`config.mk`:
```
export PLATFORM = sky130hd
export DESIGN_NAME = arbitro_vc_rr
export DESIGN_NICKNAME = d
export VERILOG_FILES = /design/src/rtl/arbitro_vc_rr.sv
export SDC_FILE = /design/constraint.sdc
export NUM_CORES = 1
export LEC_CHECK = 0
export ABC_CLOCK_PERIOD_IN_PS = 3000
export CORE_UTILIZATION = 47
export CTS_BUF_LIST = sky130_fd_sc_hd__clkbuf_8
export CTS_CLUSTER_SIZE = 16
export DETAILED_ROUTE_END_ITERATION = 10
export GPL_ROUTABILITY_DRIVEN = 1
export GPL_TIMING_DRIVEN = 0
export PLACE_DENSITY_LB_ADDON = 0.08
export SYNTH_ARGS = -nofsm -noshare
export SYNTH_HDL_FRONTEND = slang
export SYNTH_SLANG_ARGS = --single-unit
```
`constraint.sdc`:
```
create_clock -name clk -period 3 [get_ports clk]
set_input_delay 0.45 -clock clk [delete_from_list [all_inputs] [get_ports clk]]
set_output_delay 0.45 -clock clk [all_outputs]
set_load 0.01 [all_outputs]
```
`src/rtl/arbitro_vc_rr.sv`:
```
// Round-robin scheduler draining four VC FIFOs into two destination FIFOs.
// Three registered stages: grant/pop, read/mux, push/route.
module arbitro_vc_rr #(
  parameter int DATA_WIDTH = 6,
  parameter int CNT_WIDTH  = 5
) (
  input  logic                  clk,
  input  logic                  reset,
  input  logic                  active_in,
  input  logic [3:0]            vc_empty,
  input  logic [DATA_WIDTH-1:0] vc_data0,
  input  logic [DATA_WIDTH-1:0] vc_data1,
  input  logic [DATA_WIDTH-1:0] vc_data2,
  input  logic [DATA_WIDTH-1:0] vc_data3,
  input  logic [1:0]            d_almost_full,
  output logic [3:0]            vc_pop,
  output logic [1:0]            d_push,
  output logic [DATA_WIDTH-1:0] d_data,
  output logic                  idle_out,
  output logic [CNT_WIDTH-1:0]  cnt_d0,
  output logic [CNT_WIDTH-1:0]  cnt_d1
);

  localparam logic [CNT_WIDTH-1:0] CNT_ONE = 1;

  logic [1:0]            ptr;
  logic                  s1_valid;
  logic [1:0]            s1_idx;
  logic [3:0]            eligible;
  logic                  can_grant;
  logic                  grant;
  logic [1:0]            grant_idx;
  logic [1:0]            pop_idx;
  logic [DATA_WIDTH-1:0] s1_word;

  // The VC popped this cycle is masked: its empty flag lags the pop by a cycle.
  // NOTE: every always_comb output gets a default first so no latch is inferred.
  always_comb begin
    eligible  = ~vc_empty & ~vc_pop;
    can_grant = active_in & ~(|d_almost_full);
    grant     = 1'b0;
    grant_idx = ptr;
    // Scan from lowest priority to highest so the last hit is the winner.
    for (int k = 3; k >= 0; k--) begin
      if (eligible[ptr + 2'(k)]) begin
        grant     = can_grant;
        grant_idx = ptr + 2'(k);
      end
    end
  end

  always_comb begin
    pop_idx = 2'd0;
    case (vc_pop)
      4'b0010: pop_idx = 2'd1;
      4'b0100: pop_idx = 2'd2;
      4'b1000: pop_idx = 2'd3;
      default: pop_idx = 2'd0;
    endcase
  end

  always_comb begin
    s1_word = vc_data0;
    case (s1_idx)
      2'd1:    s1_word = vc_data1;
      2'd2:    s1_word = vc_data2;
      2'd3:    s1_word = vc_data3;
      default: s1_word = vc_data0;
    endcase
  end

  // NOTE: sequential state uses non-blocking assignments so every register
  // samples the pre-edge values of the others.
  always_ff @(posedge clk) begin
    if (reset) begin
      vc_pop   <= '0;
      ptr      <= '0;
      s1_valid <= 1'b0;
      s1_idx   <= '0;
      d_push   <= '0;
      d_data   <= '0;
      cnt_d0   <= '0;
      cnt_d1   <= '0;
      idle_out <= 1'b1;
    end else begin
      vc_pop   <= grant ? (4'b0001 << grant_idx) : 4'b0000;
      if (grant) begin
        ptr <= grant_idx + 2'd1;
      end
      s1_valid <= |vc_pop;
      s1_idx   <= pop_idx;
      d_push   <= 2'b00;
      if (s1_valid) begin
        d_data <= s1_word;
        if (s1_word[DATA_WIDTH-1]) begin
          d_push <= 2'b10;
          cnt_d1 <= cnt_d1 + CNT_ONE;
        end else begin
          d_push <= 2'b01;
          cnt_d0 <= cnt_d0 + CNT_ONE;
        end
      end
      idle_out <= ~((|vc_pop) | s1_valid | (|d_push)) & (~(|eligible) | ~active_in);
    end
  end

endmodule

```
* Word level (Yosys, flattened, before mapping)
Index checks and enable logic that the tools add are counted. W data, S select, Z words.
Word-level totals: bits in registers 28, output and inout port bits 23
Cells by class: bitwise gates (word level) 15, add/sub/neg operators 6, reductions and logical operators 8, shift-type cells 1, magnitude comparators 4, multiplexer cells 19, equal/unequal tests 6
Operator list (count):
- $pmux W6 S3 | 1
- $lt A2 B3 Y1 const B | 4
- $add A5 B1 Y5 const B | 2
- $mux W2 | 5
- $bmux W1 S2 | 4
- $mux W1 | 8
- $not A4 Y4 | 2
- $reduce_or A2 Y1 | 4
- $reduce_or A4 Y1 | 2
- $not A1 Y1 | 7
- $pmux W2 S3 | 1
- $add A2 B1 Y2 const B | 2
- $add A2 B2 Y2 const B | 2
- $and A4 B4 Y4 | 1
- $eq A2 B2 Y1 const B | 2
- $eq A4 B2 Y1 const B | 1
- $eq A4 B3 Y1 const B | 1
- $eq A4 B4 Y1 const B | 1
- $reduce_and A2 Y1 | 2
- $shl A1 B2 Y4 const A | 1
- $or A1 B1 Y1 | 3
- $and A1 B1 Y1 | 2
- $eq A2 B1 Y1 const B | 1

* Longest topological paths before layout
Gate-level depths: netlist of the first run.
depth after elaboration 10, mapped depth 7

* Least setup slack after synthesis of the first run
OpenSTA, ideal clock, no wires.
kind reg-to-reg, start register s1_idx[1], end register cnt_d1[3], setup time 128 ps, path buffers 1, setup slack 1357 ps, stages on the path, launching flop included 7, arrival time 1515 ps, cells stage by stage dfxtp_1 mux4_2 and2_1 buf_6 nand4_1 xor2_1 nor2_1
Between the ends: word-level cells in the longest chain between the ends 3
Ends and longest elaborated chain:
- start, declared | line 28 | logic [1:0] s1_idx;
- start signal, assigned | line 91 | s1_idx <= pop_idx;
- $eq A2 B2 Y1 / $eq A2 B1 Y1 (equally long branches) | line 64 | case (s1_idx)
- $pmux W6 S3 * | line 64
- $reduce_and A2 Y1 (no source line) *
- end signal, assigned | line 97 | cnt_d1 <= cnt_d1 + CNT_ONE;
- end, declared | line 21 | output logic [CNT_WIDTH-1:0] cnt_d1
Mark *: on every way between the ends. The rest lies on a longest branch, timed or not. A chain may end at the register's enable or synchronous reset.

* Worst setup path in the final report of the first run
start input vc_data3[5], end register cnt_d1[2]
Between the ends: word-level cells in the longest chain between the ends 2
Ends and longest elaborated chain:
- start, declared | line 14 | input logic [DATA_WIDTH-1:0] vc_data3,
- $pmux W6 S3 | line 64
- $reduce_and A2 Y1 (no source line)
Every way passes these cells.

==> results of run 1 <==
worst min path at each step:
stage / depth (start not counted) / start / slack (ns) / end
2_1_floorplan: 2 / d_data[5] / 0.50 / d_data[5]
3_5_place_dp: 2 / d_data[5] / 0.47 / d_data[5]
5_1_grt: 2 / d_data[5] / 0.52 / d_data[5]
6_report: 2 / d_data[5] / 0.48 / d_data[5]
4_1_cts: 2 / d_data[5] / 0.48 / d_data[5]
3_3_place_gp: 2 / d_data[5] / 0.46 / d_data[5]
layer usage:
layer  up-vias  track usage (%)  share of wire (%)
met5         -                0                  0
met4         0             7.26               0.27
met1       569             22.5                 39
met2        47             43.4                 56
li1        581                -                  -
met3         2             3.61                4.9
cell families after synthesis:
family,after synthesis
buf+inv,10
compound gates,16
flops,28
xor+xnor,10
fa+ha+maj,2
simple gates,51
mux,13
power groups by stage:
| stage | Combinational, µW | Clock [µW] | Sequential (µW) |
|---|---|---|---|
| floorplan | 40.5 | 0 | 392 |
| global placement | 96.3 | 0 | 391 |
| detailed placement | 100 | 0 | 391 |
| CTS | 101 | 231 | 383 |
| global route | 108 | 247 | 384 |
| finish | 100 | 226 | 383 |
worst register-to-register path: stages, from the launching register on:
cell and delay [ns]:
dfxtp_1 0.48, mux4_2 0.59, and2_1 0.19, buf_6 0.12, nand2_1 0.07, xor2_1 0.17
nor2_1 0.07
cell usage in the layout (no fill, tap or decap), types with 2 or more instances in the layout:
| master | count |
|---|---|
| buf_2 | 3 |
| xnor2_1 | 4 |
| a21oi_1 | 4 |
| mux2i_1 | 7 |
| clkdlybuf4s50_1 | 54 |
| mux4_1 | 4 |
| clkbuf_8 | 4 |
| xor2_1 | 6 |
| or2_2 | 2 |
| nor2_1 | 23 |
| o22ai_1 | 2 |
| nand4_1 | 4 |
| o211ai_1 | 2 |
| clkbuf_1 | 4 |
| ha_1 | 2 |
| dfxtp_1 | 28 |
| nand2_1 | 7 |
| o32ai_1 | 2 |
| nor2b_1 | 2 |
| nor4_1 | 3 |
| nand2b_1 | 2 |
| mux4_2 | 2 |
flip-flops by register name, indices dropped and copies added (netlist names):
signal,cells
s1_idx,2
cnt_d1,5
vc_pop,4
cnt_d0,5
d_push,2
s1_valid,1
ptr,2
idle_out,1
d_data,6
final cells by class:
class / instances / area (µm²)
Sequential cell: 28 / 561
Clock buffer: 4 / 55.1
Tap cell: 30 / 37.5
Buffer: 9 / 48.8
Fill cell: 200 / 602
Inverter: 1 / 3.75
Multi-Input combinational cell: 92 / 697
Timing Repair Buffer: 54 / 541
stage by stage:
step                power [µW]  cell area (µm²)  worst slack (ns)
finish                     709             1940              1.16
global route               739             1940              1.10
CTS                        715             1940              1.15
detailed placement         491             1890             0.866
global placement           487             1890             0.917
floorplan                  433             1310              1.36
==> run summary, run 1 <==
Cell depth of the worst setup path = 7
LEAKAGE = 0.000721 µW
TritonCTS clock tree = done
CP Capture Point = cnt_d1[2]
GP Congestion = 0.811
Synth Area in Compound Gates = 8.79%
Status = finished clean
Post-CTS Resized = 0
Ant diodes = 0
Fin crit period = 1.84 ns
CTS root buf = clkbuf_8
Clk sinks = 28
Pwr dens = 365 nW/µm²
Ys async rst share = 0%
Final TNS setup = 0 ns
DRT iter0 DRCs = 22
Core Util, Final = 76.4%
Synth Register Bits = 28
Routed wire length = 2990 µm
Post-synth top cells = 28 x dfxtp_1, 23 x nor2_1, 7 x mux2i_1, 7 x nand2_1, 6 x xor2_1
Pins Over Slew Limit = 0
Syn Nets = 165
Post-synthesis mux area share = 16.8%
Fmax = 544 MHz
Combinational fraction of design power = 14.1%
Critical path type = input pin to flop
Initial antenna violation count = 0
Tcrit/Tclk final = 61.3%
Reg2reg end = cnt_d1[2]
I/O pins = 56
Tightest Hold Check Type = flop to flop
Top_reg_cell synth = dfxtp_1
HPWL after DPL = 2390 µm
Int Pwr = 559 µW
Via count = 1,199
Layout Cells excl Fill = 218
Max cap viols = 0
Die extent in x = 54.8 µm
Slew @ Worst Pin = 0.537 ns
Switching share of power = 21.1%
Final setup viols = 0
Routed len/inst = 13.7 µm
Cell family with most CP delay = buffers and inverters
H-tree depth = 1
Post-Synth Simple-Gate Area = 19.0%
Synth cell types = 37
Max transition margin = 64.2%
Peak VDD IR = 286 µV
Fin nets = 224
Largest stage delay, worst path = 0.51 ns
Initial Util = 51.5%
Required time of the critical path = 3.14 ns
R2R cell count = 6
Vias in the first global route = 1,135
Synth Area in XOR/XNOR = 6.69%
Worst path slowest cell = mux4_2
P&R area growth vs syn = 48.3%
Row count = 18
Yosys warns = 0
Area leader, netlist = dfxtp_1
GR Overflow Total = 0
Critical path origin = vc_data3[5]
Skew-Pair Late Insertion Delay = 0.27 ns
Worst-path cell chain = clkdlybuf4s50_1 -> mux4_2 -> and2_1 -> buf_6 -> nand2_1 -> xor2_1 -> nor2_1
Pin count of the biggest net entering global routing = 16
CP bufs+invs = 2
Input/output buffers = 54
Unrepaired setup endpoints after global routing = false
Drt via density = 5.50
First-pass GRT wire length = 4640 µm
Hold slack = 0.483 ns
Largest family of logic cells by synthesized area = simple AND/OR/NAND/NOR gates
Antenna Nets Post-Route = 0
Most common cell in the synthesized netlist = dfxtp_1
Worst Path Arrival = 1.98 ns
Cell Count Post-Placement = 214
EDFF count, synth = 0
Mapped Cells = 130
GRT Util Overall = 21.9%
Adder-Cell Fraction of Synth Area = 1.91%
CTS buffer count = 3
Synth top area share = 42.8%
Die Height = 54.8 µm
Final Hold Viols = 0
Share of layout cells above drive strength 1 = 7.98%
Flop2flop setup slack = 1.19 ns
Die area = 3000 µm²
Syn avg cell area = 10.1 µm²
DRC errors left = 0
Seq pwr share = 54.0%
Max clock buf depth = 2
Seq/Total Area, Yosys = 42.8%
Area contributors post-synth = dfxtp_1 43%, mux4_1 8.0%, nor2_1 6.6%, mux2i_1 5.3%, xor2_1 4.0%
Worst-path fanout max = 5
Startpoint Class = input pin
CORE AREA = 2540 µm²
Post-CTS Setup Inserts = 0
Clock Pin Slew Worst Setup and Hold Paths = 0.09 ns
Cell area after synthesis = 1310 µm²
Router iterations before antenna repair = 4
Nature of the critical path endpoint = flop
Clock share of power = 31.9%
Clock Skew = 0.00257 ns
Post-CTS Hold Buffers = 0
R2r startpoint = s1_idx[1]
Switching pwr = 150 µW
Power figures use the tool's default switching activity.
==> run 2: changes to the inputs <==
--- a/config.mk
+++ b/config.mk
@@ -5,8 +5,8 @@
 export SDC_FILE = /design/constraint.sdc
 export NUM_CORES = 1
 export LEC_CHECK = 0
-export ABC_CLOCK_PERIOD_IN_PS = 3000
-export CORE_UTILIZATION = 47
+export ABC_CLOCK_PERIOD_IN_PS = 1700
+export CORE_UTILIZATION = 43
 export CTS_BUF_LIST = sky130_fd_sc_hd__clkbuf_8
 export CTS_CLUSTER_SIZE = 16
 export DETAILED_ROUTE_END_ITERATION = 10
==> constraint.sdc (replaced) <==
create_clock -name clk -period 1.7 [get_ports clk]
set_input_delay 0.255 -clock clk [delete_from_list [all_inputs] [get_ports clk]]
set_output_delay 0.255 -clock clk [all_outputs]
set_load 0.01 [all_outputs]
==> run summary, run 2 (synthesized netlist as in run 1, its figures left out) <==
Routed wire length = 3040 µm
GR Overflow Total = 0
Worst-path cell chain = mux4_2 -> nor2b_2 -> buf_6 -> nand4_1 -> xor2_1 -> nor2_1
I/O pins = 56
Share of layout cells above drive strength 1 = 11.2%
Worst Setup Slack, final = 0.0832 ns
Pins Over Slew Limit = 0
Flip-flop count of the largest register after layout = 6
Fin crit period = 1.62 ns
CTS root buf = clkbuf_8
Commonest non-fill, non-tap cell in the layout = clkdlybuf4s50_1
LEAKAGE = 0.000742 µW
Peak VDD IR = 568 µV
Drt via density = 5.30
Die area = 3270 µm²
Routed len/inst = 13.9 µm
DRT iter0 DRCs = 55
Antenna Nets Post-Route = 0
Skew-Pair Late Insertion Delay = 0.27 ns
Failing checks = design-rule violations
Worst Path Arrival = 1.77 ns
Post-CTS Hold Buffers = 0
Filler instances = 233
Commonest cells after routing, fill and taps aside = 53 x clkdlybuf4s50_1, 26 x dfxtp_1, 22 x nor2_1, 7 x nand2_1, 7 x mux2i_1
GP Congestion = 0.917
Max cap viols = 0
Required time of the critical path = 1.86 ns
Row count = 19
CORE AREA = 2830 µm²
Nature of the critical path endpoint = flop
Ant diodes = 0
Worst path slowest cell = mux4_2
Slew @ Worst Pin = 0.449 ns
Final Hold Viols = 0
Hold slack = 0.299 ns
Router iterations before antenna repair = 7
Status = finished with violations
Clk sinks = 28
Fmax = 618 MHz
Final setup viols = 0
Pwr dens = 693 nW/µm²
HPWL after DPL = 2380 µm
Worst-path fanout max = 6
First-pass GRT wire length = 5030 µm
Top Registers = d_data x6, cnt_d0 x5, cnt_d1 x5
R2R cell count = 6
P&R area growth vs syn = 51.3%
Clock Skew = 0.00237 ns
Cell area after layout = 1980 µm²
Input/output buffers = 54
Clock Pin Slew Worst Setup and Hold Paths = 0.09 ns
Post-DP Area = 1890 µm²
Tightest Hold Check Type = input pin to flop
Via count = 1,155
Largest stage delay, worst path = 0.53 ns
Final TNS setup = 0 ns
DRC errors left = 2
Critical path type = flop to flop
Die Height = 57.2 µm
Hold depth = 2
Initial antenna violation count = 0
CTS buffer count = 3
Startpoint Class = flop
TritonCTS clock tree = done
Pre-CTS setup slack = -0.218 ns
H-tree depth = 1
Max clock buf depth = 2
Tcrit/Tclk final = 95.1%
GRT Util Overall = 19.8%
Initial Util = 46.3%
Largest Register = d_data
Max transition margin = 70.1%
Vias in the first global route = 1,138
Pin count of the biggest net entering global routing = 17
Unrepaired setup endpoints after global routing = false
Fin nets = 223
Die extent in x = 57.2 µm
## run 2: cell type report
type / instances / area (µm²) / area share [%]
plain buffers: 7 / 37.5 / 1.89
multi-input cells: 92 / 714 / 36.0
repair buffers: 55 / 551 / 27.8
inverters: 1 / 3.75 / 0.189
well taps: 31 / 38.8 / 1.96
flip-flops and latches: 28 / 566 / 28.5
clock buffers: 3 / 41.3 / 2.08
clock inverters: 1 / 30.0 / 1.52
## run 2: final timing paths
| check | start | endpoint | slack [ns] |
|---|---|---|---|
| hold reg to reg | d_data[5] | d_data[5] | 0.48 |
| hold / removal | reset | d_push[0] | 0.30 |
| setup / recovery | s1_idx[1] | cnt_d0[3] | 0.08 |
| setup reg to reg | s1_idx[1] | cnt_d0[3] | 0.08 |
## run 2: where the power goes
group	total [µW]	internal [µW]	leakage [µW]	switching (µW)
registers	677	665	0.000227	11.9
logic	178	115	0.000478	62.2
clock network	519	315	0.0000357	204
total	1370	1100	0.000742	278
## run 2: critical path, delay by kind of cell (launching register included)
family / cells / cell delay, ns
buffers and inverters: 1 / 0.12
XOR/XNOR: 1 / 0.16
multiplexers: 1 / 0.53
flip-flops: 1 / 0.38
AND/OR/NAND/NOR: 3 / 0.31
## run 2: through the flow
stage                     std cells  total power (µW)  util, %
after floorplan                 130               764        -
after global routing            218              1430     70.1
after detailed placement        215               867     66.8
after CTS                       219              1380     69.4
final                           218              1370     70.1
after global placement          215               862     66.8
## run 2: per-layer routing
| layer | track usage (%) | routed length [µm] |
|---|---|---|
| met1 | 22.8 | 1250 |
| met2 | 36.8 | 1650 |
| met5 | 0 | 0 |
| met4 | 4.88 | 14 |
| met3 | 4.99 | 125 |
## run 2: what timing repair did
| item | in CTS | in global routing |
|---|---|---|
| pin swaps | 0 | 3 |
| resized for setup | 2 | 7 |
| buffers inserted | 0 | 1 |
| setup endpoints to repair | 5 | 7 |
==> run 3: changes to the inputs <==
--- a/config.mk
+++ b/config.mk
@@ -6,6 +6,7 @@
 export NUM_CORES = 1
 export LEC_CHECK = 0
 export ABC_CLOCK_PERIOD_IN_PS = 1700
+export CAP_MARGIN = 10
 export CORE_UTILIZATION = 43
 export CTS_BUF_LIST = sky130_fd_sc_hd__clkbuf_8
 export CTS_CLUSTER_SIZE = 16
==> results of run 3 <==
Final layout, timing and power as in run 2 (identical DEF).
==> patch: new RTL, config.mk and constraints of run 3 <==
Set the parameter `DATA_WIDTH` to 12 (it was 6).
--- a/src/rtl/arbitro_vc_rr.sv
+++ b/src/rtl/arbitro_vc_rr.sv
@@ -1,7 +1,7 @@
 // Round-robin scheduler draining four VC FIFOs into two destination FIFOs.
 // Three registered stages: grant/pop, read/mux, push/route.
 module arbitro_vc_rr #(
-  parameter int DATA_WIDTH = 6,
+  parameter int DATA_WIDTH = 12,
   parameter int CNT_WIDTH  = 5
 ) (
   input  logic                  clk,
Ports: changed (5 resized); port bits go from 56 to 86. No check against the original RTL was run, so the function may have changed too.
==> patch against run 3 <==
The run ends with negative setup slack left; total power is 32% higher; count of clock-buffer cells in the layout is 5 higher; setup slack worse by 0.12 ns; design area is 36% higher; sequential cell count is 6 higher; via count is 37% higher; synthesized area is 23% higher; wire length is 51% higher.
==> patch: results (changes against run 3) <==
Status: complete, but fails checks (unchanged)
Failing checks: negative setup slack (was design-rule violations)
First-pass GRT wire length: 7.13 mm (was 5.03 mm)
H-tree depth: 2 (was 1)
Worst VDD drop: 0.663 mV (was 0.568 mV)
Synth unique cells: 29 (was 37)
I/O Buffers: 85 (was 54)
Drt total wl: 4.60 mm (was 3.04 mm)
Final-stage net count: 310 (was 223)
Max FO, Critical Path: 3 (was 6)
Vias per std cell: 5.32 (was 5.30)
Number of CTS-inserted buffers: 5 (was 3)
Number of global-route vias before repair: 1584 (was 1138)
GRT Overall Usage: 0.230 (was 0.198)
Post-Place Cell Area: 2520 µm² (was 1890 µm²)
Skew-Pair Late Insertion Delay: 0.28 ns
Largest cells by area after synthesis: dfxtp_1 42%, mux4_2 17%, mux2i_1 7.5%, nor2_1 6.8%, xor2_1 3.3% (was dfxtp_1 43%, mux4_1 8.0%, nor2_1 6.6%, mux2i_1 5.3%, xor2_1 4.0%)
Critical Path Max Stage Delay: 0.45 ns (was 0.53 ns)
Synth Area in XOR/XNOR: 0.0598 (was 0.0669)
Pleak: 0.967 nW (was 0.742 nW)
DRT Pass-1 Iters: 6 (was 7)
Final setup margin: -0.0344 ns (was 0.0832 ns)
Placed Cells: 286 (was 215)
Initial drt markers: 63 (was 55)
Worst slew pin tran: 0.601 ns (was 0.449 ns)
Clock transition at path regs: 0.06 ns (was 0.09 ns)
Layout cells sized above 1: 0.151 (was 0.112)
RD Place Congestion: 0.780 (was 0.917)
Largest net degree at the start of global routing: 11 (was 17)
Synth Area in Compound Gates: 0.0738 (was 0.0879)
Non-filler cells, final: 298 (was 218)
CP delay by family, top: buffers and inverters (was multiplexers)
Clk root buf: clkbuf_8 (unchanged)
Crit path DAT: 1.89 ns (was 1.77 ns)
Seq/Total Area, Yosys: 0.423 (was 0.428)
Synth Flop Type: dfxtp_1 (unchanged)
Routed Antenna Nets: 0 (unchanged)
Fill cell count: 231 (was 233)
Clk_skew: 0.00303 ns (was 0.00237 ns)
Top Registers: d_data: 12 flops, cnt_d0: 5 flops, cnt_d1: 5 flops (was d_data: 6 flops, cnt_d0: 5 flops, cnt_d1: 5 flops)
Initial antenna violation count: 0 (unchanged)
Mux cell area share after synthesis: 0.242 (was 0.168)
Setup-failing EPs final: 3 (was 0)
Final HPWL DP: 3.41 mm (was 2.38 mm)
Slowest cell on crit path: clkdlybuf4s50_1 (was mux4_2)
Commonest cells in the netlist: 34 x dfxtp_1, 29 x nor2_1, 12 x mux2i_1, 12 x mux4_2 (was 28 x dfxtp_1, 23 x nor2_1, 7 x mux2i_1, 7 x nand2_1, 6 x xor2_1)
Syn Inst Count: 155 (was 130)
Synthesis warning total: 0 (unchanged)
Syn Nets: 214 (was 165)
Tightest Hold Check Type: reg2reg (was in2reg)
Adder-cell share of the synthesized area: 0.0155 (was 0.0191)
DP Worst Slack: -0.429 ns (was -0.218 ns)
-- patch: changes by cell type in the layout (fill, tap and decap cells not counted), moves of 3 or more --
| cell | delta |
|---|---|
| buf_2 | -3 |
| buf_4 | +5 |
| clkbuf_8 | +5 |
| clkdlybuf4s50_1 | +30 |
| dfxtp_1 | +5 |
| mux2i_1 | +5 |
| mux4_1 | -4 |
| mux4_2 | +10 |
| nor2_1 | +7 |
-- patch: kinds of logic (layout without fill, tap and decap cells) --
logic type,after synthesis,in the layout
and+or+nand+nor,55,55
DFF,34,34
muxes,24,24
AOI/OAI and AO/OA,17,17
buffers and inverters,12,109
xor gates and xnor gates,11,11
adders and majority gates,2,2
-- patch: power breakdown --
part,switching [mW],total [mW],internal (mW)
combinational,0.0985,0.299,0.200
clock,0.283,0.691,0.409
sequential,0.0117,0.822,0.810
-- patch: routing by layer --
metal	GRT usage	part of all wire
met2	0.415	0.51
met5	0	0
met3	0.0761	0.089
met1	0.259	0.39
met4	0.0597	0.016
-- patch: repair_timing --
action | 4_1_cts | 5_1_grt
gates resized for setup | 3 | 11
buffers inserted | 2 | 3
pin swaps | 1 | 2
setup endpoints to repair | 9 | 19
-- patch: layout make-up --
class	instances	share of cell area
multi-input combinational	109	0.332
timing repair buffer	90	0.332
sequential	34	0.254
clock buffer	8	0.0409
tap	46	0.0214
buffer	9	0.0163
inverter	2	0.00279
-- patch: stage by stage --
stage | setup TNS (ns) | utilization
2_1_floorplan | 0 | -
3_3_place_gp | -3.44 | 0.726
3_5_place_dp | -4.37 | 0.726
4_1_cts | 0 | 0.763
5_1_grt | -0.232 | 0.776
6_report | -0.0686 | 0.776
-- patch: path summary, 6_finish.rpt --
path | slack [ns] | depth (start not counted) | startpoint | to
setup / recovery | -0.03 | 8 | vc_empty[1] | vc_pop[0]$_SDFF_PP0_
hold / removal | 0.50 | 1 | vc_pop[0]$_SDFF_PP0_ | s1_idx[1]$_SDFF_PP0_
setup reg to reg | 0 | 8 | vc_pop[2]$_SDFF_PP0_ | vc_pop[0]$_SDFF_PP0_
hold reg to reg | 0.50 | 1 | vc_pop[0]$_SDFF_PP0_ | s1_idx[1]$_SDFF_PP0_
-- patch: worst register-to-register path: stages, from the launching register on --
cell,delay (ns)
dfxtp_1,0.36
buf_4,0.16
nor3_1,0.06
o21bai_1,0.16
a222oi_1,0.37
buf_4,0.18
buf_4,0.11
nand2b_1,0.13
nor2_1,0.05
